File: config.mk
export PLATFORM = sky130hd
export DESIGN_NAME = demux_stream_n
export DESIGN_NICKNAME = d
export VERILOG_FILES = /design/src/rtl/demux_stream_n.sv
export SDC_FILE = /design/constraint.sdc
export NUM_CORES = 1
export LEC_CHECK = 0
export CORE_ASPECT_RATIO = 1.1
export CORE_MARGIN = 2
export CORE_UTILIZATION = 46
export CTS_CLUSTER_DIAMETER = 150
export DETAILED_ROUTE_END_ITERATION = 8
export GPL_ROUTABILITY_DRIVEN = 0
export PLACE_DENSITY = 0.89
export RECOVER_POWER = 100
export SYNTH_ARGS = -nofsm -noshare
export SYNTH_HDL_FRONTEND = slang
export SYNTH_SLANG_ARGS = --single-unit
File: constraint.sdc
create_clock -name clk -period 3 [get_ports clk]
set_input_delay 0.45 -clock clk [delete_from_list [all_inputs] [get_ports clk]]
set_output_delay 0.45 -clock clk [all_outputs]
set_load 0.1 [all_outputs]
File: src/rtl/demux_stream_n.sv
// Registered 1-to-N stream demultiplexer with valid/ready on every channel.
// Routes by in_sel or by an internal round-robin pointer.
module demux_stream_n #(
  parameter int DATA_W = 8,
  parameter int N_OUT  = 8,
  parameter int SEL_W  = 3
) (
  input  logic                    clk,
  input  logic                    rst,
  input  logic [DATA_W-1:0]       in_data,
  input  logic [SEL_W-1:0]        in_sel,
  input  logic                    in_valid,
  output logic                    in_ready,
  input  logic                    auto_mode,
  output logic [N_OUT*DATA_W-1:0] out_data,
  output logic [N_OUT-1:0]        out_valid,
  input  logic [N_OUT-1:0]        out_ready,
  output logic [SEL_W-1:0]        rr_ptr,
  output logic                    err_sel
);

  logic [SEL_W-1:0]  tgt;
  logic [N_OUT-1:0]  hit;
  logic [N_OUT-1:0]  load;
  logic              tgt_ok;
  logic              accept;
  logic [SEL_W-1:0]  rr_next;
  logic [DATA_W-1:0] data_q [N_OUT];

  assign tgt = auto_mode ? rr_ptr : in_sel;

  // one-hot decode; an all-zero result means the target is out of range
  always_comb begin
    hit = '0;
    for (int i = 0; i < N_OUT; i++) begin
      if (tgt == SEL_W'(i)) hit[i] = 1'b1;
    end
  end

  assign tgt_ok   = |hit;
  assign in_ready = !tgt_ok || (|(hit & (~out_valid | out_ready)));
  assign accept   = in_valid && in_ready;
  assign load     = hit & {N_OUT{accept}};

  assign rr_next = (rr_ptr == SEL_W'(N_OUT - 1)) ? '0 : rr_ptr + 1'b1;

  always_comb begin
    out_data = '0;
    for (int i = 0; i < N_OUT; i++) begin
      out_data[i*DATA_W +: DATA_W] = data_q[i];
    end
  end

  always_ff @(posedge clk or posedge rst) begin
    if (rst) begin
      out_valid <= '0;
      rr_ptr    <= '0;
      err_sel   <= 1'b0;
      for (int i = 0; i < N_OUT; i++) data_q[i] <= '0;
    end else begin
      err_sel <= accept && !tgt_ok;
      if (accept && auto_mode) rr_ptr <= rr_next;
      for (int i = 0; i < N_OUT; i++) begin
        if (load[i]) begin
          data_q[i]    <= in_data;
          out_valid[i] <= 1'b1;
        end else if (out_ready[i]) begin
          out_valid[i] <= 1'b0;
        end
      end
    end
  end

endmodule

==> results of run 1 <==
[state kept, by name, indices dropped and copies added (netlist names)]
| signal | count |
|---|---|
| err_sel | 1 |
| out_valid | 8 |
| out_data | 64 |
| rr_ptr | 3 |
[synthesized netlist by cell type (2+ instances only)]
cell / n / area share, %
dfrtp_1: 76 / 60
mux2_2: 67 / 24
a21o_1: 7 / 1.7
mux2i_1: 2 / 0.64
buf_6: 2 / 0.72
inv_1: 10 / 1.2
nand2b_1: 4 / 0.80
a211oi_4: 6 / 3.8
nor3b_1: 3 / 0.72
nand2_1: 5 / 0.60
a31oi_1: 3 / 0.60
and3_1: 2 / 0.40
buf_2: 2 / 0.32
ha_1: 2 / 0.80
a211o_1: 2 / 0.56
nor2_1: 2 / 0.24
o32a_1: 2 / 0.64
[how the worst max path moves through the flow]
stage,from,end,slack (ns),cells after the start
final,auto_mode,out_data[5]$_DFFE_PP0P_,0.14,8
after global routing,auto_mode,out_data[28]$_DFFE_PP0P_,0.05,9
after CTS,auto_mode,in_ready,0.17,8
after detailed placement,auto_mode,out_data[32]$_DFFE_PP0P_,0.1,8
after global placement,auto_mode,out_data[19]$_DFFE_PP0P_,0.13,8
after floorplan,rr_ptr[2]$_DFFE_PP0P_,in_ready,0.03,5
[critical path: stages]
cell	delay, ns
clkdlybuf4s50_1	0.51
mux2_4	0.35
and3_1	0.19
o32a_1	0.32
buf_12	0.15
a211oi_4	0.21
clkbuf_1	0.48
mux2_2	0.41
[cells by family (layout without fill, tap and decap cells)]
| family | Yosys count | after routing | share of synthesized area, % |
|---|---|---|---|
| flops | 76 | 76 | 60.5 |
| other cells | 1 | 1 | 0.119 |
| mux | 70 | 70 | 25.1 |
| buf+inv | 16 | 144 | 2.59 |
| compound gates | 21 | 21 | 7.56 |
| simple gates | 19 | 19 | 3.38 |
| fa+ha+maj | 2 | 2 | 0.795 |
[final cells by class]
type / instances / area [um^2] / share of cell area, %
clock inverters: 5 / 52.6 / 1.31
flip-flops and latches: 76 / 1900 / 47.3
well taps: 82 / 103 / 2.55
clock buffers: 11 / 141 / 3.51
multi-input cells: 113 / 1100 / 27.3
repair buffers: 118 / 684 / 17.0
inverters: 10 / 37.5 / 0.933
[layer usage]
metal	part of all wire, %	vias to the layer above
met5	0	-
met4	0.30	0
met3	6.4	2
met2	50	87
met1	43	1065
li1	-	981
[through the flow]
step / hold slack, ns / worst slack (ns) / util [%] / area [um^2] / std cells
floorplan: 0.601 / 0.0328 / - / 3150 / 205
global placement: 0.484 / 0.130 / 64.8 / 4270 / 399
detailed placement: 0.493 / 0.0991 / 64.8 / 4270 / 399
CTS: 0.509 / 0.168 / 67.7 / 4470 / 415
global route: 0.521 / 0.0529 / 61.0 / 4020 / 415
finish: 0.508 / 0.139 / 61.0 / 4020 / 415
==> metrics.md, run 1 <==
| Metric | Value |
|---|---|
| Status | `finished with violations` |
| Failing checks | `max-capacitance violations` |
| Min-delay src | `out_valid[0]$_DFFE_PP0P_` |
| DP HPWL | `about 5500 um` |
| Synth cell types | `25` |
| Die Y-Extent | `just over 90 um` |
| Final Setup Violations | `0` |
| Synth Instances | `between 200 and 250` |
| IO buf count | `99` |
| Post-layout min period | `~2.9 ns` |
| Final slew viol count | `0` |
| Core ar. | `between 6000 and 7000 um^2` |
| Setup TNS | `0 ns` |
| Achievable frequency | `between 300 and 400 MHz` |
| Max Clock Skew | `0.0141 ns` |
| Hold Violations, Final | `0` |
| Met2 GRT Util | `about a third` |
| # IOs | `100` |
| Die width | `around 83 um` |
| First-pass GRT wire length | `roughly 12,000 um` |
| Clock Path Buffers | `2` |
| Initial Utilization | `a little under half` |
| Avg WL per Cell | `17.6 um` |
| Worst-Skew Late Latency | `~0.34 ns` |
| Initial antenna violation count | `0` |
| CTS tree | `done` |
| TritonCTS buffer count | `9` |
| Fraction of layout cells with a size suffix above 1 | `a little under 30%` |
| Clk sink count | `76` |
| Most common cell after layout, fill and taps aside | `clkbuf_1` |
| Postcts setup bufs | `0` |
| Vias in the first global route | `roughly 2,300` |
| CP Data Required Time | `3.21 ns` |
| Area Overhead vs Synth | `27.9%` |
| Post-synthesis register bit count | `between 70 and 80` |
| Reg2reg start | `rr_ptr[2]$_DFFE_PP0P_` |
| Register area share after synthesis | `60.5%` |
| Met1 Resource Use GR | `27.1%` |
| EDFF count, synth | `0` |
| GR Overflow Total | `0` |
| Busiest grt layer | `met2` |
| Met3 Usage GRT | `between 6 and 7%` |
| Hold EP | `out_valid[0]$_DFFE_PP0P_` |
| DRC errors left | `0` |
| Routed vias/inst | `5.14` |
| Worst hold path depth | `1` |
| Async SR Flop Fraction | `between 90% and 100%` |
| WL final | `about 7300 um` |
| Die area | `approximately 7500 um^2` |
| Max cap viols | `1` |
| Iter 0 DRT Violations | `88` |
| Clk slew on worst S/H paths | `roughly 0.070 ns` |
| Register-to-register setup slack | `approximately 0.38 ns` |
| Layout fillers | `between 500 and 600` |
| Crit path DAT | `3.07 ns` |
| Hold buffers post-CTS | `0` |
| Synth Net Count | `230` |
| Hold Path Class | `reg2reg` |
| Synth Warn # | `0` |
| Slew HR | `about 1.5%` |
| Crit Path Class | `in2reg` |
| Total GRT Usage | `20.4%` |
| CP Capture Type | `flip-flop` |
| Worst Tran Pin Value | `~1.5 ns` |
| Synthesized area | `approximately 3100 um^2` |
| H-tree depth | `3` |
| CTS root buf | `clkbuf_8` |
| CP startpoint kind | `input pin` |
| Synthesized area per cell | `between 15 and 20 um^2` |
| R2R depth | `7` |
| Top_reg_cell synth | `dfrtp_1` |
| Rows | `31` |
| Most frequent cells in the layout | `clkbuf_1, dfrtp_1, mux2_2, clkdlybuf4s50_1` |
| Drt pass-1 iters | `4` |
| Crit share post-route | `a little over nine tenths` |
| Pin count of the biggest net entering global routing | `slightly above 40` |
| Setup repair after global routing missed its margin | `false` |
| Vias | `~2,100` |
| Fin nets | `353` |
| CTS resizes | `0` |
| Antenna-violating nets left | `0` |
| Antenna diode count | `0` |
| R2R Path End | `out_data[5]$_DFFE_PP0P_` |
| Critical-path maximum fanout | `10` |
Power of run 1 is not shown: default switching activity piles up to over one toggle a cycle in this logic, so the estimate is an artifact.
==> inputs of run 2 (changes only) <==
- ABC_AREA: not set -> 1
- CORE_UTILIZATION: 46 -> 48
- PLACE_DENSITY: 0.89 -> 0.9
==> metrics.md, run 2 <==
| Metric | Value |
|---|---|
| Post-synth top area cell | `dfrtp_1` |
| Critical-path maximum fanout | `20` |
| Die area | `between 7000 and 8000 um^2` |
| Register-to-register setup slack | `approximately 0.9 ns` |
| Die width | `around 85 um` |
| Register area share after synthesis | `around 54%` |
| Most frequent cells in the layout | `nand2_1, clkbuf_1, dfrtp_1, nand4_1, clkdlybuf4s50_1` |
| Top_reg_cell synth | `dfrtp_1` |
| Synth Warn # | `0` |
| Final Setup Violations | `0` |
| CP startpoint kind | `input pin` |
| Crit Path Class | `in2out` |
| Clock Path Buffers | `2` |
| Initial Utilization | `between 40 and 50%` |
| Max cap viols | `0` |
| Vias in the first global route | `between 2,000 and 3,000` |
| # IOs | `100` |
| Iter 0 DRT Violations | `approximately 250` |
| Most common cell in the netlist | `nand2_1` |
| Reg2reg start | `rr_ptr[1]$_DFFE_PP0P_` |
| Synth Instances | `roughly 400` |
| CP Capture Type | `output port` |
| Synthesized area per cell | `8.97 um^2` |
| Fin nets | `approximately 510` |
| CTS tree | `done` |
| R2R Path End | `out_data[54]$_DFFE_PP0P_` |
| Clk sink count | `76` |
| Achievable frequency | `approximately 360 MHz` |
| Area Overhead vs Synth | `20.1%` |
| EDFF count, synth | `0` |
| Pin count of the biggest net entering global routing | `between 40 and 50` |
| CTS root buf | `clkbuf_8` |
| Async SR Flop Fraction | `100%` |
| Crit share post-route | `between 90% and 100%` |
| First-pass GRT wire length | `14,600 um` |
| Crit path DAT | `between 2 and 2.5 ns` |
| Critical Path Source | `auto_mode` |
| TritonCTS buffer count | `9` |
| Postcts setup bufs | `0` |
| Hold Violations, Final | `0` |
| Avg WL per Cell | `about 16 um` |
| Max Clock Skew | `~0.012 ns` |
| End of the critical path | `in_ready` |
| Hold Path Class | `reg2reg` |
| Post-synthesis register bit count | `76` |
| Area contributors post-synth | `dfrtp_1, nand2_1, nand4_1` |
| Synth cell types | `23` |
| Setup repair after global routing missed its margin | `false` |
| Synthesized area | `roughly 3500 um^2` |
| Largest register FFs | `64` |
| Final slew viol count | `0` |
| WL final | `just over 9000 um` |
| GR Overflow Total | `0` |
| CP Data Required Time | `between 2 and 3 ns` |
| Slew HR | `roughly 13%` |
| Rows | `32` |
| Antenna-violating nets left | `0` |
| Status | `finished clean` |
| Worst Tran Pin Value | `roughly 1.3 ns` |
| DP HPWL | `between 6000 and 7000 um` |
| H-tree depth | `3` |
| R2R depth | `11` |
| Total GRT Usage | `23.8%` |
| Clk slew on worst S/H paths | `0.08 ns` |
| Commonest cells in the netlist | `nand2_1, dfrtp_1, nand4_1` |
| Initial antenna violation count | `0` |
| Setup TNS | `0 ns` |
| CTS resizes | `0` |
| Die Y-Extent | `93.5 um` |
| Most common cell after layout, fill and taps aside | `nand2_1` |
| Drt pass-1 iters | `5` |
| Min-delay src | `out_data[33]$_DFFE_PP0P_` |
| DRC errors left | `0` |
| Vias | `between 3,000 and 4,000` |
| Antenna diode count | `0` |
| Post-layout min period | `about 2.8 ns` |
| Core ar. | `between 7000 and 8000 um^2` |
| Area fraction of the dominant cell type after synthesis | `54.4%` |
| Synth Net Count | `415` |
| Routed vias/inst | `5.57` |
| Hold buffers post-CTS | `0` |
| Fraction of layout cells with a size suffix above 1 | `around 8.8%` |
| Worst-Skew Late Latency | `around 0.36 ns` |
| IO buf count | `99` |
## run 2: changes by cell type after synthesis, moves of 4 or more
| cell | change |
|---|---|
| a211oi_4 | -6 |
| a21o_1 | -7 |
| clkbuf_1 | +13 |
| inv_1 | +4 |
| mux2_2 | -67 |
| nand2_1 | +162 |
| nand2_2 | +4 |
| nand2b_1 | -4 |
| nand3_1 | +4 |
| nand3_4 | +7 |
| nand4_1 | +72 |
| nor2_2 | +8 |
## run 2: area by class of cell
type | instances | area [um^2]
tap | 85 | 106
clock buffer | 11 | 141
fill | 655 | 2850
sequential | 76 | 1900
inverter | 16 | 62.6
timing repair buffer | 107 | 616
clock inverter | 5 | 61.3
multi-input combinational | 272 | 1310
## run 2: logic make-up (layout without fill, tap and decap cells)
family | after synthesis | count (layout) | share of synthesized area (%)
adders and majority gates | 2 | 2 | 0.715
other | 1 | 1 | 0.107
DFF | 76 | 76 | 54.4
buffers and inverters | 42 | 139 | 6.15
and+or+nand+nor | 269 | 269 | 38.6
## run 2: worst min-delay path by stage
| stage | endpoint | slack, ns | depth (start not counted) |
|---|---|---|---|
| after floorplan | out_valid[1]$_DFFE_PP0P_ | 0.62 | 3 |
| after global placement | out_data[33]$_DFFE_PP0P_ | 0.46 | 2 |
| after detailed placement | out_data[28]$_DFFE_PP0P_ | 0.47 | 2 |
| after CTS | out_data[32]$_DFFE_PP0P_ | 0.49 | 2 |
| after global routing | out_data[32]$_DFFE_PP0P_ | 0.51 | 2 |
| final | out_data[33]$_DFFE_PP0P_ | 0.48 | 2 |
## run 2: critical path, stage by stage
cell           delay [ns]
dlygate4sd3_1        0.75
inv_4                0.09
nand2_1              0.07
nand2_1              0.17
nor2_4               0.16
nand3_1              0.08
nand2_1              0.09
nor2_2               0.05
nand2_4              0.20
buf_12               0.21
## run 2: metal layers
| metal | vias to the layer above | wire, um | GRT usage [%] |
|---|---|---|---|
| met4 | 0 | 281 | 12.0 |
| met5 | - | 0 | 0 |
| met3 | 28 | 746 | 5.03 |
| li1 | 1490 | - | - |
| met1 | 1525 | 3740 | 31.2 |
| met2 | 142 | 4530 | 37.4 |
## run 2: metrics by stage
step	hold slack (ns)	std cells	setup WS [ns]	area, um^2	util (%)
6_report	0.478	572	0.224	4200	59.6
3_3_place_gp	0.460	556	0.429	4350	61.8
4_1_cts	0.485	572	0.351	4560	64.7
5_1_grt	0.505	572	0.118	4200	59.6
2_1_floorplan	0.616	390	0.419	3500	-
3_5_place_dp	0.465	556	0.316	4350	61.8
Power of run 2 is left out for the same reason.
==> inputs of run 3 (changes only) <==
- CORE_UTILIZATION: 48 -> 32
- PLACE_DENSITY: 0.9 -> 0.67
==> metrics.md, run 3 (synthesized netlist as in run 2, its figures left out) <==
| Metric | Value |
|---|---|
| Status | `finished clean` |
| Max Clock Skew | `0.00754 ns` |
| Critical-path maximum fanout | `19` |
| Rows | `40` |
| Post-layout min period | `2.76 ns` |
| Fraction of layout cells with a size suffix above 1 | `under 10%` |
| Critical Path Slowest Stage Cell | `dlygate4sd3_1` |
| GR Overflow Total | `0` |
| CP top delay family | `buffers and inverters` |
| WL final | `just over 10,000 um` |
| Area Overhead vs Synth | `24.8%` |
| Initial Utilization | `roughly a third` |
| Setup repair after global routing missed its margin | `false` |
| Routed vias/inst | `between 4 and 5` |
| CP Data Required Time | `2.55 ns` |
| IO buf count | `99` |
| Max stage delay on crit path | `roughly 0.75 ns` |
| DR WL met3 | `between 400 and 500 um` |
| Metal1 wirelength | `4480 um` |
| Fin nets | `roughly 510` |
| Avg WL per Cell | `16.1 um` |
| First-pass GRT wire length | `16,100 um` |
| Antenna-violating nets left | `0` |
| Final Setup Violations | `0` |
| Finished Layout Cells | `636` |
| Setup TNS | `0 ns` |
| Hold Violations, Final | `0` |
| Die area | `about 12,000 um^2` |
| # IOs | `100` |
| Clk slew on worst S/H paths | `approximately 0.06 ns` |
| DRC errors left | `0` |
| Crit Path Class | `in2out` |
| CTS root buf | `clkbuf_16` |
| Hold buffers post-CTS | `0` |
| Most common cell after layout, fill and taps aside | `nand2_1` |
| CP Buf/Inv Count | `3` |
| Core ar. | `~11,000 um^2` |
| Achievable frequency | `between 300 and 400 MHz` |
| Hold Path Class | `reg2reg` |
| CP Cell Sequence | `dlygate4sd3_1, inv_4, nand2_1, nand2_2, nand4_1, nand2_1, nor2_1, nand2_4, buf_6` |
| Initial antenna violation count | `0` |
| Vias in the first global route | `a little under 3,000` |
| Die width | `a little over 100 um` |
| Pin count of the biggest net entering global routing | `43` |
| Vias | `3,166` |
| Slew HR | `~20%` |
| Worst Tran Pin Value | `1.20 ns` |
| Crit path DAT | `between 2 and 2.5 ns` |
| PnR worst setup slack | `~0.24 ns` |
| Number of instances in the placed design | `620` |
| CTS resizes | `0` |
| Postcts setup bufs | `0` |
| Crit share post-route | `91.9%` |
| DP HPWL | `7170 um` |
| TritonCTS buffer count | `9` |
| CP startpoint kind | `input pin` |
| Drt pass-1 iters | `6` |
| Max cap viols | `0` |
| Final slew viol count | `0` |
| Iter 0 DRT Violations | `182` |
| Antenna diode count | `0` |
| Setup WS pre-CTS | `between 0.3 and 0.4 ns` |
| Most frequent cell on the critical path | `nand2_1` |
| Met2 WL post-DR | `~5000 um` |
| H-tree depth | `3` |
| Top Metal Used | `met4` |
| Most frequent cells in the layout | `nand2_1, dfrtp_1, clkbuf_1, nand4_1, clkdlybuf4s50_1` |
| CP Capture Type | `output port` |
| Worst-Skew Late Latency | `about 0.34 ns` |
| Clk sink count | `76` |
| Layout fillers | `1,171` |
| CTS tree | `done` |
| Die Y-Extent | `roughly 110 um` |
| Largest register FFs | `between 60 and 70` |
| Clock Path Buffers | `2` |
| Total GRT Usage | `17.7%` |
==> run 3: cell types whose count changed in the layout (fill, tap and decap cells not counted), sizes merged <==
| cell | before | now |
|---|---|---|
| clkbuf | 88 | 91 |
| buf | 9 | 10 |
| clkinvlp | 3 | 1 |
==> run 3: cell type report <==
cell class,count,area [um^2],area share (%)
multi-input combinational,272,1280,29.5
sequential,76,1900,43.6
clock inverter,3,42.5,0.975
tap,147,184,4.22
timing repair buffer,109,607,13.9
clock buffer,13,280,6.42
inverter,16,62.6,1.43
==> run 3: final timing paths <==
path	start	endpoint	slack [ns]	cells past startpoint
min reg2reg	out_data[30]$_DFFE_PP0P_	out_data[30]$_DFFE_PP0P_	0.47	2
max in group asynchronous	rst	out_valid[0]$_DFFE_PP0P_	1.08	3
min	out_data[30]$_DFFE_PP0P_	out_data[30]$_DFFE_PP0P_	0.47	2
min in group asynchronous	rst	err_sel$_DFF_PP0_	0.72	2
max reg2reg	rr_ptr[0]$_DFFE_PP0P_	out_data[28]$_DFFE_PP0P_	0.86	11
max	auto_mode	in_ready	0.24	9
==> run 3: layer usage <==
metal	track usage (%)	vias to the layer above
met5	0	-
met4	6.67	0
met3	4.23	24
met2	28.9	104
met1	23.2	1542
li1	-	1496
==> run 3: through the flow <==
stage / utilization, % / hold WS [ns] / area [um^2]
CTS: 44.0 / 0.454 / 4760
floorplan: - / 0.616 / 3500
global placement: 41.0 / 0.460 / 4430
detailed placement: 41.0 / 0.464 / 4430
global route: 40.4 / 0.484 / 4360
finish: 40.4 / 0.471 / 4360
==> run 3: worst reg2reg max path, stage by stage, from the launching register on <==
cell	delay (ns)
dfrtp_1	0.44
nand2_1	0.14
nand2_4	0.11
nor2_4	0.14
nand3_1	0.07
nand2_1	0.07
nor2_1	0.06
nand2_4	0.20
buf_12	0.24
nand3_1	0.32
nand2_1	0.16
nand2_1	0.07
Power of run 3 is left out for the same reason.
